File: config.mk
export PLATFORM = sky130hd
export DESIGN_NAME = channel_switch_ctrl
export DESIGN_NICKNAME = d
export VERILOG_FILES = /design/src/rtl/chsw_pkg.sv /design/src/rtl/chsw_route_decode.sv /design/src/rtl/channel_switch_ctrl.sv
export SDC_FILE = /design/constraint.sdc
export NUM_CORES = 1
export LEC_CHECK = 0
export BUFFER_PORTS_ARGS = -buffer_cell sky130_fd_sc_hd__buf_2
export CAP_MARGIN = 20
export CORE_MARGIN = 5
export CORE_UTILIZATION = 35
export CTS_CLUSTER_DIAMETER = 120
export DETAILED_ROUTE_END_ITERATION = 7
export PLACE_DENSITY = 0.61
export SLEW_MARGIN = 10
export SYNTH_ARGS = -nofsm -noshare
export SYNTH_HDL_FRONTEND = slang
export SYNTH_SLANG_ARGS = --single-unit
File: constraint.sdc
create_clock -name i_clk_125p -period 2.9 [get_ports i_clk_125p]
set_input_delay 0.145 -clock i_clk_125p [delete_from_list [all_inputs] [get_ports i_clk_125p]]
set_output_delay 0.145 -clock i_clk_125p [all_outputs]
set_load 0.005 [all_outputs]
File: src/rtl/chsw_pkg.sv
// Shared types and constants for the IQ channel crossbar switch controller.
package chsw_pkg;

    // Controller sequencing states
    typedef enum logic [1:0] {
        IDLE    = 2'd0,
        WAIT_FP = 2'd1,
        MUTE    = 2'd2
    } chsw_state_e;

    // Switch codes understood by the crossbar
    localparam int unsigned CODE_SIN  = 2;
    localparam int unsigned CODE_DIFF = 4;
    localparam int unsigned CODE_BOTH = 6;

    // Decoded crossbar selects plus legality of the (tx, rx) pair
    typedef struct packed {
        logic a;
        logic b;
        logic legal;
    } chsw_route_t;

    // Counter width for a count of n values, never narrower than one bit
    function automatic int unsigned cnt_width(input int unsigned n);
        return (n > 1) ? $clog2(n) : 1;
    endfunction

endpackage

File: src/rtl/chsw_route_decode.sv
// Combinational (tx, rx) switch-code pair to crossbar select decode.
module chsw_route_decode
    import chsw_pkg::*;
#(
    parameter int unsigned CODE_W = 8
) (
    input  logic [CODE_W-1:0] tx_code,
    input  logic [CODE_W-1:0] rx_code,
    output chsw_route_t       route
);

    localparam logic [CODE_W-1:0] C_SIN  = CODE_W'(CODE_SIN);
    localparam logic [CODE_W-1:0] C_DIFF = CODE_W'(CODE_DIFF);
    localparam logic [CODE_W-1:0] C_BOTH = CODE_W'(CODE_BOTH);

    // Table lookup; anything not listed stays illegal with selects low
    always_comb begin
        route = '0;
        if (tx_code == C_SIN) begin
            if (rx_code == C_SIN)       route = '{a: 1'b0, b: 1'b0, legal: 1'b1};
            else if (rx_code == C_DIFF) route = '{a: 1'b0, b: 1'b1, legal: 1'b1};
            else if (rx_code == C_BOTH) route = '{a: 1'b0, b: 1'b1, legal: 1'b1};
        end else if (tx_code == C_DIFF) begin
            if (rx_code == C_SIN)       route = '{a: 1'b1, b: 1'b0, legal: 1'b1};
            else if (rx_code == C_DIFF) route = '{a: 1'b0, b: 1'b0, legal: 1'b1};
            else if (rx_code == C_BOTH) route = '{a: 1'b1, b: 1'b0, legal: 1'b1};
        end else if (tx_code == C_BOTH) begin
            if (rx_code == C_BOTH)      route = '{a: 1'b1, b: 1'b1, legal: 1'b1};
        end
    end

endmodule

File: src/rtl/channel_switch_ctrl.sv
// Sequencing controller for the sin/diff IQ crossbar: validates switch
// requests, applies route changes on a frame boundary and mutes around them.
module channel_switch_ctrl
    import chsw_pkg::*;
#(
    parameter int unsigned CODE_W      = 8,
    parameter int unsigned MUTE_CYCLES = 16,
    parameter int unsigned FP_TIMEOUT  = 4096
) (
    input  logic              i_clk_125p,
    input  logic              i_rst_n,
    input  logic              i_cfg_valid,
    output logic              o_cfg_ready,
    input  logic [CODE_W-1:0] i_tx_switch,
    input  logic [CODE_W-1:0] i_rx_switch,
    input  logic              i_sin_iqdata_fp,
    input  logic              i_diff_iqdata_fp,
    output logic              o_route_a,
    output logic              o_route_b,
    output logic              o_mute,
    output logic              o_cfg_done,
    output logic              o_cfg_err,
    output logic              o_fp_timeout,
    output logic [CODE_W-1:0] o_cur_tx,
    output logic [CODE_W-1:0] o_cur_rx
);

    localparam int unsigned TMO_W  = cnt_width(FP_TIMEOUT);
    localparam int unsigned MUTE_W = cnt_width(MUTE_CYCLES);
    localparam logic [TMO_W-1:0]  TMO_LAST  = TMO_W'(FP_TIMEOUT - 1);
    localparam logic [MUTE_W-1:0] MUTE_LOAD = MUTE_W'(MUTE_CYCLES - 1);
    localparam logic [CODE_W-1:0] CODE_RST  = CODE_W'(CODE_SIN);

    chsw_state_e       state_q, state_d;
    logic              route_a_q, route_a_d, route_b_q, route_b_d;
    logic              pend_a_q, pend_a_d, pend_b_q, pend_b_d;
    logic              mute_q, mute_d, done_q, done_d, err_q, err_d;
    logic              tmo_flag_q, tmo_flag_d;
    logic [CODE_W-1:0] cur_tx_q, cur_tx_d, cur_rx_q, cur_rx_d;
    logic [CODE_W-1:0] req_tx_q, req_tx_d, req_rx_q, req_rx_d;
    logic [TMO_W-1:0]  tmo_cnt_q, tmo_cnt_d;
    logic [MUTE_W-1:0] mute_cnt_q, mute_cnt_d;

    chsw_route_t req_route;
    logic        fp_any;
    logic        tmo_hit;

    chsw_route_decode #(
        .CODE_W (CODE_W)
    ) u_route_decode (
        .tx_code (i_tx_switch),
        .rx_code (i_rx_switch),
        .route   (req_route)
    );

    assign fp_any  = i_sin_iqdata_fp | i_diff_iqdata_fp;
    assign tmo_hit = (tmo_cnt_q == TMO_LAST);

    // Next-state logic for the request / frame-wait / mute sequence
    always_comb begin
        state_d    = state_q;
        route_a_d  = route_a_q;
        route_b_d  = route_b_q;
        pend_a_d   = pend_a_q;
        pend_b_d   = pend_b_q;
        mute_d     = mute_q;
        done_d     = 1'b0;
        err_d      = 1'b0;
        tmo_flag_d = tmo_flag_q;
        cur_tx_d   = cur_tx_q;
        cur_rx_d   = cur_rx_q;
        req_tx_d   = req_tx_q;
        req_rx_d   = req_rx_q;
        tmo_cnt_d  = tmo_cnt_q;
        mute_cnt_d = mute_cnt_q;
        unique case (state_q)
            IDLE: begin
                if (i_cfg_valid) begin
                    if (!req_route.legal) begin
                        err_d = 1'b1;
                    end else if (req_route.a == route_a_q && req_route.b == route_b_q) begin
                        // Same crossbar setting: just record the new codes
                        done_d   = 1'b1;
                        cur_tx_d = i_tx_switch;
                        cur_rx_d = i_rx_switch;
                    end else begin
                        tmo_flag_d = 1'b0;
                        pend_a_d   = req_route.a;
                        pend_b_d   = req_route.b;
                        req_tx_d   = i_tx_switch;
                        req_rx_d   = i_rx_switch;
                        tmo_cnt_d  = '0;
                        state_d    = WAIT_FP;
                    end
                end
            end
            WAIT_FP: begin
                if (fp_any || tmo_hit) begin
                    route_a_d  = pend_a_q;
                    route_b_d  = pend_b_q;
                    cur_tx_d   = req_tx_q;
                    cur_rx_d   = req_rx_q;
                    mute_d     = 1'b1;
                    mute_cnt_d = MUTE_LOAD;
                    state_d    = MUTE;
                    // A frame pulse coinciding with the timeout wins
                    if (!fp_any) tmo_flag_d = 1'b1;
                end else begin
                    tmo_cnt_d = tmo_cnt_q + 1'b1;
                end
            end
            MUTE: begin
                if (mute_cnt_q == '0) begin
                    mute_d  = 1'b0;
                    done_d  = 1'b1;
                    state_d = IDLE;
                end else begin
                    mute_cnt_d = mute_cnt_q - 1'b1;
                end
            end
            default: state_d = IDLE;
        endcase
    end

    // State and output registers, all cleared asynchronously
    always_ff @(posedge i_clk_125p or negedge i_rst_n) begin
        if (!i_rst_n) begin
            state_q    <= IDLE;
            route_a_q  <= 1'b0;
            route_b_q  <= 1'b0;
            pend_a_q   <= 1'b0;
            pend_b_q   <= 1'b0;
            mute_q     <= 1'b0;
            done_q     <= 1'b0;
            err_q      <= 1'b0;
            tmo_flag_q <= 1'b0;
            cur_tx_q   <= CODE_RST;
            cur_rx_q   <= CODE_RST;
            req_tx_q   <= CODE_RST;
            req_rx_q   <= CODE_RST;
            tmo_cnt_q  <= '0;
            mute_cnt_q <= '0;
        end else begin
            state_q    <= state_d;
            route_a_q  <= route_a_d;
            route_b_q  <= route_b_d;
            pend_a_q   <= pend_a_d;
            pend_b_q   <= pend_b_d;
            mute_q     <= mute_d;
            done_q     <= done_d;
            err_q      <= err_d;
            tmo_flag_q <= tmo_flag_d;
            cur_tx_q   <= cur_tx_d;
            cur_rx_q   <= cur_rx_d;
            req_tx_q   <= req_tx_d;
            req_rx_q   <= req_rx_d;
            tmo_cnt_q  <= tmo_cnt_d;
            mute_cnt_q <= mute_cnt_d;
        end
    end

    assign o_cfg_ready  = (state_q == IDLE);
    assign o_route_a    = route_a_q;
    assign o_route_b    = route_b_q;
    assign o_mute       = mute_q;
    assign o_cfg_done   = done_q;
    assign o_cfg_err    = err_q;
    assign o_fp_timeout = tmo_flag_q;
    assign o_cur_tx     = cur_tx_q;
    assign o_cur_rx     = cur_rx_q;

endmodule
==> impl_metrics.yaml, run 1 <==
status:
  outcome: "completed"
clock_tree:
  clock_tree_from_tritoncts: "built"
  clk_pin_slew_worst_setup_hold_paths_ps: 60
  clock_sinks: 58
  cts_max_level: 3
  cts.root.buffer_cell: "sky130_fd_sc_hd__clkbuf_8"
  clkLatencyLatePin_ps: 340
  cts_buffer_depth: 2
  cts_setup_buffers: 0
  tritoncts.num_buffers: 9
global_route:
  grt_start_max_net_pins: 49
  grt_first_pass_wirelength_um: 10400
  grtUsageTotal: 0.132
  grt_overflow: 0
  grt_pass1_vias: 2132
  number_of_antenna_violations_at_the_first_check_in_global_routing: 0
route:
  number_of_remaining_drc_errors: 0
  detail_route.iter0.violations: 40
  drt_wl_total_um: 5890
  post_drt_wl_per_cell_um: 14.1
  via_count: 2055
  route.antenna.remaining_nets: 0
  via_per_inst: 4.93
  drt-pass1-iter-count: 4
sta:
  unrepaired_setup_endpoints_after_global_routing: "no"
  setup_viol: 0
  final_period_minus_worst_setup_slack_ps: 2350
  fin_worst_skew_ps: 8.77
  finalWorstSetupSlack_ps: 545
  clock.fmax_mhz: 425
  timing.final.hold_violations: 0
  setup-tns-final_ps: 0
  max-slew-margin-rel: 0.594
  slew_worst_pin_ps: 609
  maxSlewViolCount: 0
  post-route-period-util: 0.812
die:
  start_util: 0.353
  floorplan.io_pins: 44
  placementRows: 33
  die_x_um: 100
  floorplan.core_area_mm2: 0.00809
  die_area_mm2: 0.0101
  die_h_um: 100
final_layout:
  diodes: 0
  proportion_of_layout_cells_with_a_drive_suffix_above_1: 0.385
  post_synthesis_to_final_layout_area_growth_pct: 19.7
  nNetsFinal: 330
pwr:
  sw_frac_of_total: 0.219
  vdd_drop_max_uv: 213
  leakage_power_nw: 1.67
  pwr-share-seq: 0.497
  power.density_cell_area_mw_per_mm2: 477
  combinationalPowerShare: 0.039
  clock_power_share: 0.465
  cell_internal_pwr_mw: 1.27
  power_switching_mw: 0.358
logic_synthesis:
  synthTopCellsByCount: "54 x sky130_fd_sc_hd__dfrtp_1, 36 x sky130_fd_sc_hd__nand2_1, 27 x sky130_fd_sc_hd__mux2_2"
  synthFlopType: "sky130_fd_sc_hd__dfrtp_1"
  synth-warning-count: 0
  synthArstFlopShare: 1.00
  syn_nets: 277
  synthesis.area_per_instance_um2: 11.3
  cell_type_with_the_highest_aggregate_area_in_the_netlist: "sky130_fd_sc_hd__dfrtp_1"
  synth_edf_count: 0
  synth_seq_cells: 58
  synth-seq-area-share: 0.509
  mappedNetlistArea_mm2: 0.00286
  synth_most_common_cell: "sky130_fd_sc_hd__dfrtp_1"
  netlist-cell-type-count: 47
  share_of_yosys_cell_area_claimed_by_the_top_area_cell_type: 0.473
  synthTopCellsByArea: "sky130_fd_sc_hd__dfrtp_1 47%, sky130_fd_sc_hd__mux2_2 11%, sky130_fd_sc_hd__mux2_4 5.3%"
  postSynthCellCount: 254
placement:
  dp_worst_setup_slack_ps: 505
  io_buffer_count: 43
  hpwlAfterDp_um: 4220
  place.gp.congestion: 0.773
flow_run:
  cap_violations: 0
worst_setup_path:
  endpoint_kind: "flip-flop"
  worst_setup_path_start_kind: "flip-flop"
  path_cells: "ha_1 -> nand3_1 -> nor2_1 -> a32oi_2 -> nor2b_1 -> o21bai_4 -> buf_4 -> mux2_2"
  critical-path-slowest-cell: "sky130_fd_sc_hd__dfrtp_1"
  worst_ep_required_time_ps: 3120
  max_stage_delay_ps: 410
  critical-path-top-delay-family: "simple AND/OR/NAND/NOR gates"
  critical_path_maximum_fanout: 16
  worst_path_arrival_ps: 2570
  cp.buffers_inverters: 1
  critical_setup_path_kind: "reg2reg"
hold_path:
  holdCritPathClass: "in2reg"
## cell families (layout without fill, tap and decap cells)
family,Yosys count,count (layout),synth area share
and+or+nand+nor,98,98,0.193
DFF,58,58,0.509
AOI/OAI and AO/OA,40,40,0.0950
muxes,38,38,0.162
buffers and inverters,17,75,0.0289
adders and majority gates,2,2,0.00875
xor gates and xnor gates,1,1,0.00306
## routing by layer
metal  up-vias  share of wire  track usage  wire length, um
met5         -              0            0                0
met4         0          0.019       0.0622              114
met3         9          0.045       0.0361              266
met2        35           0.46        0.197             2730
met1      1000           0.47        0.177             2780
li1       1011              -            -                -
## worst paths after layout
check,to,from,cells after the start,slack (ps)
min in group asynchronous,o_cur_rx[0],i_rst_n,2,370
max in group asynchronous,o_cur_tx[0],i_rst_n,3,1920
hold / removal,req_rx_q[1],i_rx_switch[1],2,110
setup reg to reg,o_cur_tx[4],tmo_cnt_q[0],8,550
setup / recovery,o_cur_tx[4],tmo_cnt_q[0],8,550
hold reg to reg,o_mute,o_mute,2,480
## worst reg2reg max path: stages (launching register included)
cell and delay (ps):
sky130_fd_sc_hd__dfrtp_1 410, sky130_fd_sc_hd__ha_1 220, sky130_fd_sc_hd__nand3_1 180, sky130_fd_sc_hd__nor2_1 150, sky130_fd_sc_hd__a32oi_2 230, sky130_fd_sc_hd__nor2b_1 240, sky130_fd_sc_hd__o21bai_4 150, sky130_fd_sc_hd__buf_4 290
sky130_fd_sc_hd__mux2_2 380
## per-stage QoR
| step | hold slack (ps) | area [um^2] | total power [mW] | std cells | utilization |
|---|---|---|---|---|---|
| floorplan | -151 | 2860 | 0.846 | 254 | - |
| global placement | 400 | 3210 | 0.888 | 400 | 0.396 |
| detailed placement | 412 | 3210 | 0.889 | 400 | 0.396 |
| CTS | 40.9 | 3410 | 1.65 | 416 | 0.421 |
| global route | 119 | 3420 | 1.69 | 417 | 0.423 |
| finish | 112 | 3420 | 1.63 | 417 | 0.423 |
## final cells by class
class / instances / area [um^2]
Clock buffer: 11 / 151
Clock inverter: 5 / 52.6
Fill cell: 829 / 4670
Inverter: 8 / 30.0
Multi-Input combinational cell: 179 / 1320
Sequential cell: 58 / 1460
Tap cell: 105 / 131
Timing Repair Buffer: 51 / 280
## sequential cells by signal, summed over array words and instances (netlist names)
name,count
state_q,2
mute_cnt_q,4
o_fp_timeout,1
o_route_b,1
req_rx_q,8
req_tx_q,8
pend_b_q,1
o_mute,1
o_cfg_done,1
o_cur_tx,8
o_route_a,1
o_cfg_err,1
pend_a_q,1
o_cur_rx,8
tmo_cnt_q,12
## power by group through the flow
stage / combinational, mW / clock, mW / sequential, mW
final: 0.0630 / 0.759 / 0.811
after global routing: 0.0730 / 0.812 / 0.810
after CTS: 0.0637 / 0.780 / 0.810
after detailed placement: 0.0634 / 0 / 0.825
after global placement: 0.0628 / 0 / 0.826
after floorplan: 0.0202 / 0 / 0.826
## what timing repair did
action | 4_1_cts | 5_1_grt
hold endpoints to repair | 0 | 43
setup endpoints to repair | 0 | 0
hold buffers | 0 | 1
gates resized for setup | 0 | 0
## layout by cell type, fill, tap and decap left out, drive strengths merged, types with 4 or more instances in the layout
cell / netlist / layout
mux2: 37 / 37
buf: 6 / 50
a21oi: 5 / 5
nand2: 36 / 36
nand3: 9 / 9
clkbuf: 3 / 11
o21ai: 14 / 14
nor3: 7 / 7
a31oi: 8 / 8
inv: 8 / 8
nor2: 7 / 7
nor2b: 14 / 14
dfstp: 4 / 4
dfrtp: 54 / 54
nor4: 8 / 8
(Power assumes the default switching activity.)
==> run 2, diff against run 1 <==
==> constraint.sdc (replaced) <==
create_clock -name i_clk_125p -period 2.3 [get_ports i_clk_125p]
set_input_delay 0.115 -clock i_clk_125p [delete_from_list [all_inputs] [get_ports i_clk_125p]]
set_output_delay 0.115 -clock i_clk_125p [all_outputs]
set_load 0.005 [all_outputs]
==> run 2 against run 1 <==
Against the previous run: critical path type unchanged; worst setup slack worse by 380 ps; core utilization is 1.1 points higher; register-to-register slack worse by 380 ps; clock power is 36% higher; cell count is 1.7% higher; die area stayed put; clock skew is 0.50 ps lower; sequential power is 26% higher.
==> impl_metrics.yaml, run 2 (synthesis results as in run 1) <==
final_layout:
  diodes: 0
  largest_reg_flops: 12
  final_cell_mix: "54 x sky130_fd_sc_hd__dfrtp_1, 43 x sky130_fd_sc_hd__buf_2, 36 x sky130_fd_sc_hd__nand2_1"
  top_register: "tmo_cnt_q"
  proportion_of_layout_cells_with_a_drive_suffix_above_1: 0.395
  nNetsFinal: 337
  nFillCells: 787
  mostFrequentLayoutCell: "sky130_fd_sc_hd__dfrtp_1"
  post_synthesis_to_final_layout_area_growth_pct: 22.8
sta:
  final_period_minus_worst_setup_slack_ps: 2130
  fin_worst_skew_ps: 8.26
  post-route-period-util: 0.928
  clock.fmax_mhz: 469
  slew_worst_pin_ps: 728
  setup-tns-final_ps: 0
  max-slew-margin-rel: 0.515
  timing.final.hold_violations: 0
  finalWorstSetupSlack_ps: 167
  unrepaired_setup_endpoints_after_global_routing: "no"
  maxSlewViolCount: 0
  setup_viol: 0
worst_setup_path:
  critical_path_maximum_fanout: 16
  cp.buffers_inverters: 1
  worst_r2r_path_depth: 7
  worst_ep_required_time_ps: 2510
  endpoint_kind: "flip-flop"
  critical_path_cell_count: 7
  critical-path-slowest-cell: "sky130_fd_sc_hd__dfrtp_1"
  setup_slack_of_the_worst_register_to_register_path_ps: 170
  path_cells: "and2b_1 -> and2_1 -> a32oi_2 -> nor2b_1 -> o21bai_4 -> buf_12 -> mux2_2"
  worst_setup_path_start_kind: "flip-flop"
  critical_setup_path_kind: "reg2reg"
  critical-path-top-delay-family: "simple AND/OR/NAND/NOR gates"
  worst_path_arrival_ps: 2350
  max_stage_delay_ps: 450
route:
  route.met2.wl_um: 2760
  drt_wl_total_um: 6000
  met3WireLength_um: 303
  detail_route.iter0.violations: 81
  number_of_remaining_drc_errors: 0
  post_drt_wl_per_cell_um: 14.1
  wl_met1_um: 2860
  route.antenna.remaining_nets: 0
  highest_layer: "met4"
  drt-pass1-iter-count: 5
  via_count: 2052
  via_per_inst: 4.84
clock_tree:
  clock_sinks: 58
  clk_pin_slew_worst_setup_hold_paths_ps: 60
  tritoncts.num_buffers: 9
  clkLatencyLatePin_ps: 330
  cts.root.buffer_cell: "sky130_fd_sc_hd__clkbuf_8"
  clock_tree_from_tritoncts: "built"
  cts_max_level: 3
  cts_buffer_depth: 2
die:
  die_area_mm2: 0.0101
  placementRows: 33
  die_h_um: 100
  floorplan.core_area_mm2: 0.00809
  die_x_um: 100
  start_util: 0.353
  floorplan.io_pins: 44
placement:
  io_buffer_count: 43
  dp_worst_setup_slack_ps: 92.9
  place.gp.congestion: 0.765
  hpwlAfterDp_um: 4270
flow_run:
  cap_violations: 0
pwr:
  leakage_power_nw: 1.71
  vdd_drop_max_uv: 331
  power.density_cell_area_mw_per_mm2: 606
global_route:
  number_of_antenna_violations_at_the_first_check_in_global_routing: 0
  grtUsageTotal: 0.132
  grt_overflow: 0
  grt_start_max_net_pins: 59
  grt_first_pass_wirelength_um: 10400
  grt_pass1_vias: 2152
hold_path:
  whs_path_depth: 2
  holdCritPathClass: "in2reg"
status:
  outcome: "completed"
[run 2: cell types whose count changed in the layout (fill, tap and decap cells not counted)]
| cell | delta |
|---|---|
| sky130_fd_sc_hd__buf_2 | +1 |
| sky130_fd_sc_hd__buf_12 | +2 |
| sky130_fd_sc_hd__clkinv_2 | -1 |
| sky130_fd_sc_hd__clkbuf_8 | -1 |
| sky130_fd_sc_hd__bufinv_16 | +1 |
| sky130_fd_sc_hd__buf_4 | +4 |
| sky130_fd_sc_hd__clkbuf_1 | +1 |
[run 2: report_power, final]
part / internal (mW) / leakage [nW] / switching [mW]
sequential: 1.02 / 0.783 / 0.000325
clock: 0.636 / 0.109 / 0.393
combinational: 0.0313 / 0.818 / 0.0473
[run 2: through the flow]
stage	hold slack, ps	area, um^2	cells	power (mW)	util
after floorplan	-181	2860	254	1.07	-
after global placement	317	3280	407	1.12	0.406
after detailed placement	315	3280	407	1.12	0.406
after CTS	77.8	3510	424	2.17	0.434
after global routing	86.5	3510	424	2.23	0.434
final	99.7	3510	424	2.13	0.434
[run 2: metal layers]
layer / track usage / vias to the layer above
li1: - / 1025
met3: 0.0389 / 6
met5: 0 / -
met4: 0.0560 / 0
met2: 0.192 / 43
met1: 0.181 / 978
[run 2: layout make-up]
cell class / instances / area, um^2 / area share
Clock inverter: 5 / 77.6 / 0.0221
Multi-Input combinational cell: 179 / 1320 / 0.376
Sequential cell: 58 / 1460 / 0.415
Tap cell: 105 / 131 / 0.0374
Inverter: 8 / 30.0 / 0.00855
Timing Repair Buffer: 58 / 355 / 0.101
Clock buffer: 11 / 141 / 0.0403
[run 2: final timing paths]
| kind | from | endpoint |
|---|---|---|
| setup / recovery | state_q[0] | o_cur_tx[3] |
| setup reg to reg | state_q[0] | o_cur_tx[3] |
| min in group asynchronous | i_rst_n | tmo_cnt_q[8] |
| max in group asynchronous | i_rst_n | o_cur_tx[5] |
| hold reg to reg | o_mute | o_mute |
| hold / removal | i_rx_switch[1] | req_rx_q[1] |
[run 2: what timing repair did]
item,4_1_cts,5_1_grt
hold buffers,1,0
endpoints found under the hold margin,54,0
gates resized for setup,0,0
buffers inserted,0,0
==> run 3, diff against run 2 <==
--- a/config.mk
+++ b/config.mk
@@ -11,6 +11,7 @@
 export CORE_UTILIZATION = 35
 export CTS_CLUSTER_DIAMETER = 120
 export DETAILED_ROUTE_END_ITERATION = 7
+export MAX_ROUTING_LAYER = met4
 export PLACE_DENSITY = 0.61
 export SLEW_MARGIN = 10
 export SYNTH_ARGS = -nofsm -noshare
==> run 3 against run 2 <==
Against the previous run: largest cell class unchanged; sequential power barely moved; sequential share of layout area unchanged; power about the same.
==> impl_metrics.yaml, run 3 (synthesis results as in run 1) <==
sta:
  fin_worst_skew_ps: 8.42
  maxSlewViolCount: 0
  post-route-period-util: 0.927
  final_period_minus_worst_setup_slack_ps: 2130
  setup_viol: 0
  unrepaired_setup_endpoints_after_global_routing: "no"
  timing.final.hold_violations: 0
  clock.fmax_mhz: 469
  max-slew-margin-rel: 0.515
  slew_worst_pin_ps: 728
  setup-tns-final_ps: 0
  whs_ps: 99.5
final_layout:
  final_cell_mix: "54 x sky130_fd_sc_hd__dfrtp_1, 43 x sky130_fd_sc_hd__buf_2, 36 x sky130_fd_sc_hd__nand2_1"
  top_register: "tmo_cnt_q"
  nNetsFinal: 337
  post_synthesis_to_final_layout_area_growth_pct: 22.8
  proportion_of_layout_cells_with_a_drive_suffix_above_1: 0.395
  mostFrequentLayoutCell: "sky130_fd_sc_hd__dfrtp_1"
  diodes: 0
  nFillCells: 787
  largest_reg_flops: 12
worst_setup_path:
  endpoint_kind: "flip-flop"
  critical_path_maximum_fanout: 16
  critPathLaunch: "state_q[0]"
  worst_setup_path_start_kind: "flip-flop"
  worst_ep_required_time_ps: 2510
  worstReg2RegEnd: "o_cur_tx[3]"
  timing.critical_path.to: "o_cur_tx[3]"
  critical_setup_path_kind: "reg2reg"
  worst_path_arrival_ps: 2350
  worst_r2r_path_depth: 7
  r2r_start: "state_q[0]"
  setup_slack_of_the_worst_register_to_register_path_ps: 170
die:
  die_x_um: 100
  floorplan.io_pins: 44
  start_util: 0.353
  die_h_um: 100
  floorplan.core_area_mm2: 0.00809
  die_area_mm2: 0.0101
  placementRows: 33
clock_tree:
  clock_tree_from_tritoncts: "built"
  clock_sinks: 58
  cts.root.buffer_cell: "sky130_fd_sc_hd__clkbuf_8"
  clk_pin_slew_worst_setup_hold_paths_ps: 60
  tritoncts.num_buffers: 9
  cts_buffer_depth: 2
  cts_max_level: 3
  clkLatencyLatePin_ps: 330
  post_cts.resized_instances: 0
route:
  post_drt_wl_per_cell_um: 14.1
  number_of_remaining_drc_errors: 0
  detail_route.iter0.violations: 76
  drt-pass1-iter-count: 5
  via_count: 2055
  route.antenna.remaining_nets: 0
  via_per_inst: 4.85
  drt_wl_total_um: 5980
pwr:
  vdd_drop_max_uv: 331
  leakage_power_nw: 1.71
  power.density_cell_area_mw_per_mm2: 606
global_route:
  grtUsageTotal: 0.135
  grt_first_pass_wirelength_um: 10400
  number_of_antenna_violations_at_the_first_check_in_global_routing: 0
  grt_start_max_net_pins: 59
  grt_overflow: 0
  grt_pass1_vias: 2152
flow_run:
  cap_violations: 0
hold_path:
  holdCritPathClass: "in2reg"
placement:
  hpwlAfterDp_um: 4270
  place.gp.congestion: 0.775
  io_buffer_count: 43
status:
  outcome: "completed"
## run 3: cell counts in the layout (fill, tap and decap cells not counted)
No cell type changed its count.
## run 3: cell type report
class / count / area (um^2) / area share
timing repair buffer: 58 / 355 / 0.101
sequential: 58 / 1460 / 0.415
clock buffer: 11 / 141 / 0.0403
inverter: 8 / 30.0 / 0.00855
tap: 105 / 131 / 0.0374
clock inverter: 5 / 77.6 / 0.0221
multi-input combinational: 179 / 1320 / 0.376
## run 3: power breakdown
group / total, mW / leakage (nW) / internal [mW] / switching, mW
logic: 0.0785 / 0.818 / 0.0313 / 0.0472
clock network: 1.03 / 0.109 / 0.636 / 0.392
registers: 1.02 / 0.783 / 1.02 / 0.000326
total: 2.13 / 1.71 / 1.69 / 0.440
## run 3: worst max-delay path, cell delays in order, from the launching register on
cell and delay [ps]:
sky130_fd_sc_hd__dfrtp_1 450, sky130_fd_sc_hd__and2b_1 220, sky130_fd_sc_hd__and2_1 180, sky130_fd_sc_hd__a32oi_2 260, sky130_fd_sc_hd__nor2b_1 210, sky130_fd_sc_hd__o21bai_4 160, sky130_fd_sc_hd__buf_12 180, sky130_fd_sc_hd__mux2_2 350
## run 3: worst min-delay path by stage
stage	startpoint	endpoint	slack, ps	cells past startpoint
after global routing	i_rx_switch[1]	req_rx_q[1]	90	2
final	i_rx_switch[1]	req_rx_q[1]	100	2
after CTS	i_rx_switch[1]	req_rx_q[1]	80	2
after floorplan	i_rst_n	mute_cnt_q[0]	-180	0
after detailed placement	i_rst_n	o_cur_tx[2]	320	2
after global placement	i_rst_n	o_cur_tx[2]	320	2
## run 3: per-layer routing
metal / vias to the layer above / global-route usage / part of all wire
met2: 42 / 0.192 / 0.46
met1: 982 / 0.183 / 0.47
li1: 1025 / - / -
met3: 6 / 0.0368 / 0.053
met5: - / - / 0
met4: 0 / 0.0560 / 0.013
## run 3: what timing repair did
item                                   in CTS  in global routing
setup buffers                               0                  0
hold buffers                                1                  0
endpoints found under the hold margin      54                  0
## run 3: through the flow
step / util / power [mW] / area, um^2 / worst slack, ps / std cells
floorplan: - / 1.07 / 2860 / 125 / 254
CTS: 0.434 / 2.17 / 3510 / 152 / 424
global route: 0.434 / 2.23 / 3510 / 67.6 / 424
finish: 0.434 / 2.13 / 3510 / 168 / 424
global placement: 0.406 / 1.12 / 3280 / 151 / 407
detailed placement: 0.406 / 1.12 / 3280 / 92.9 / 407
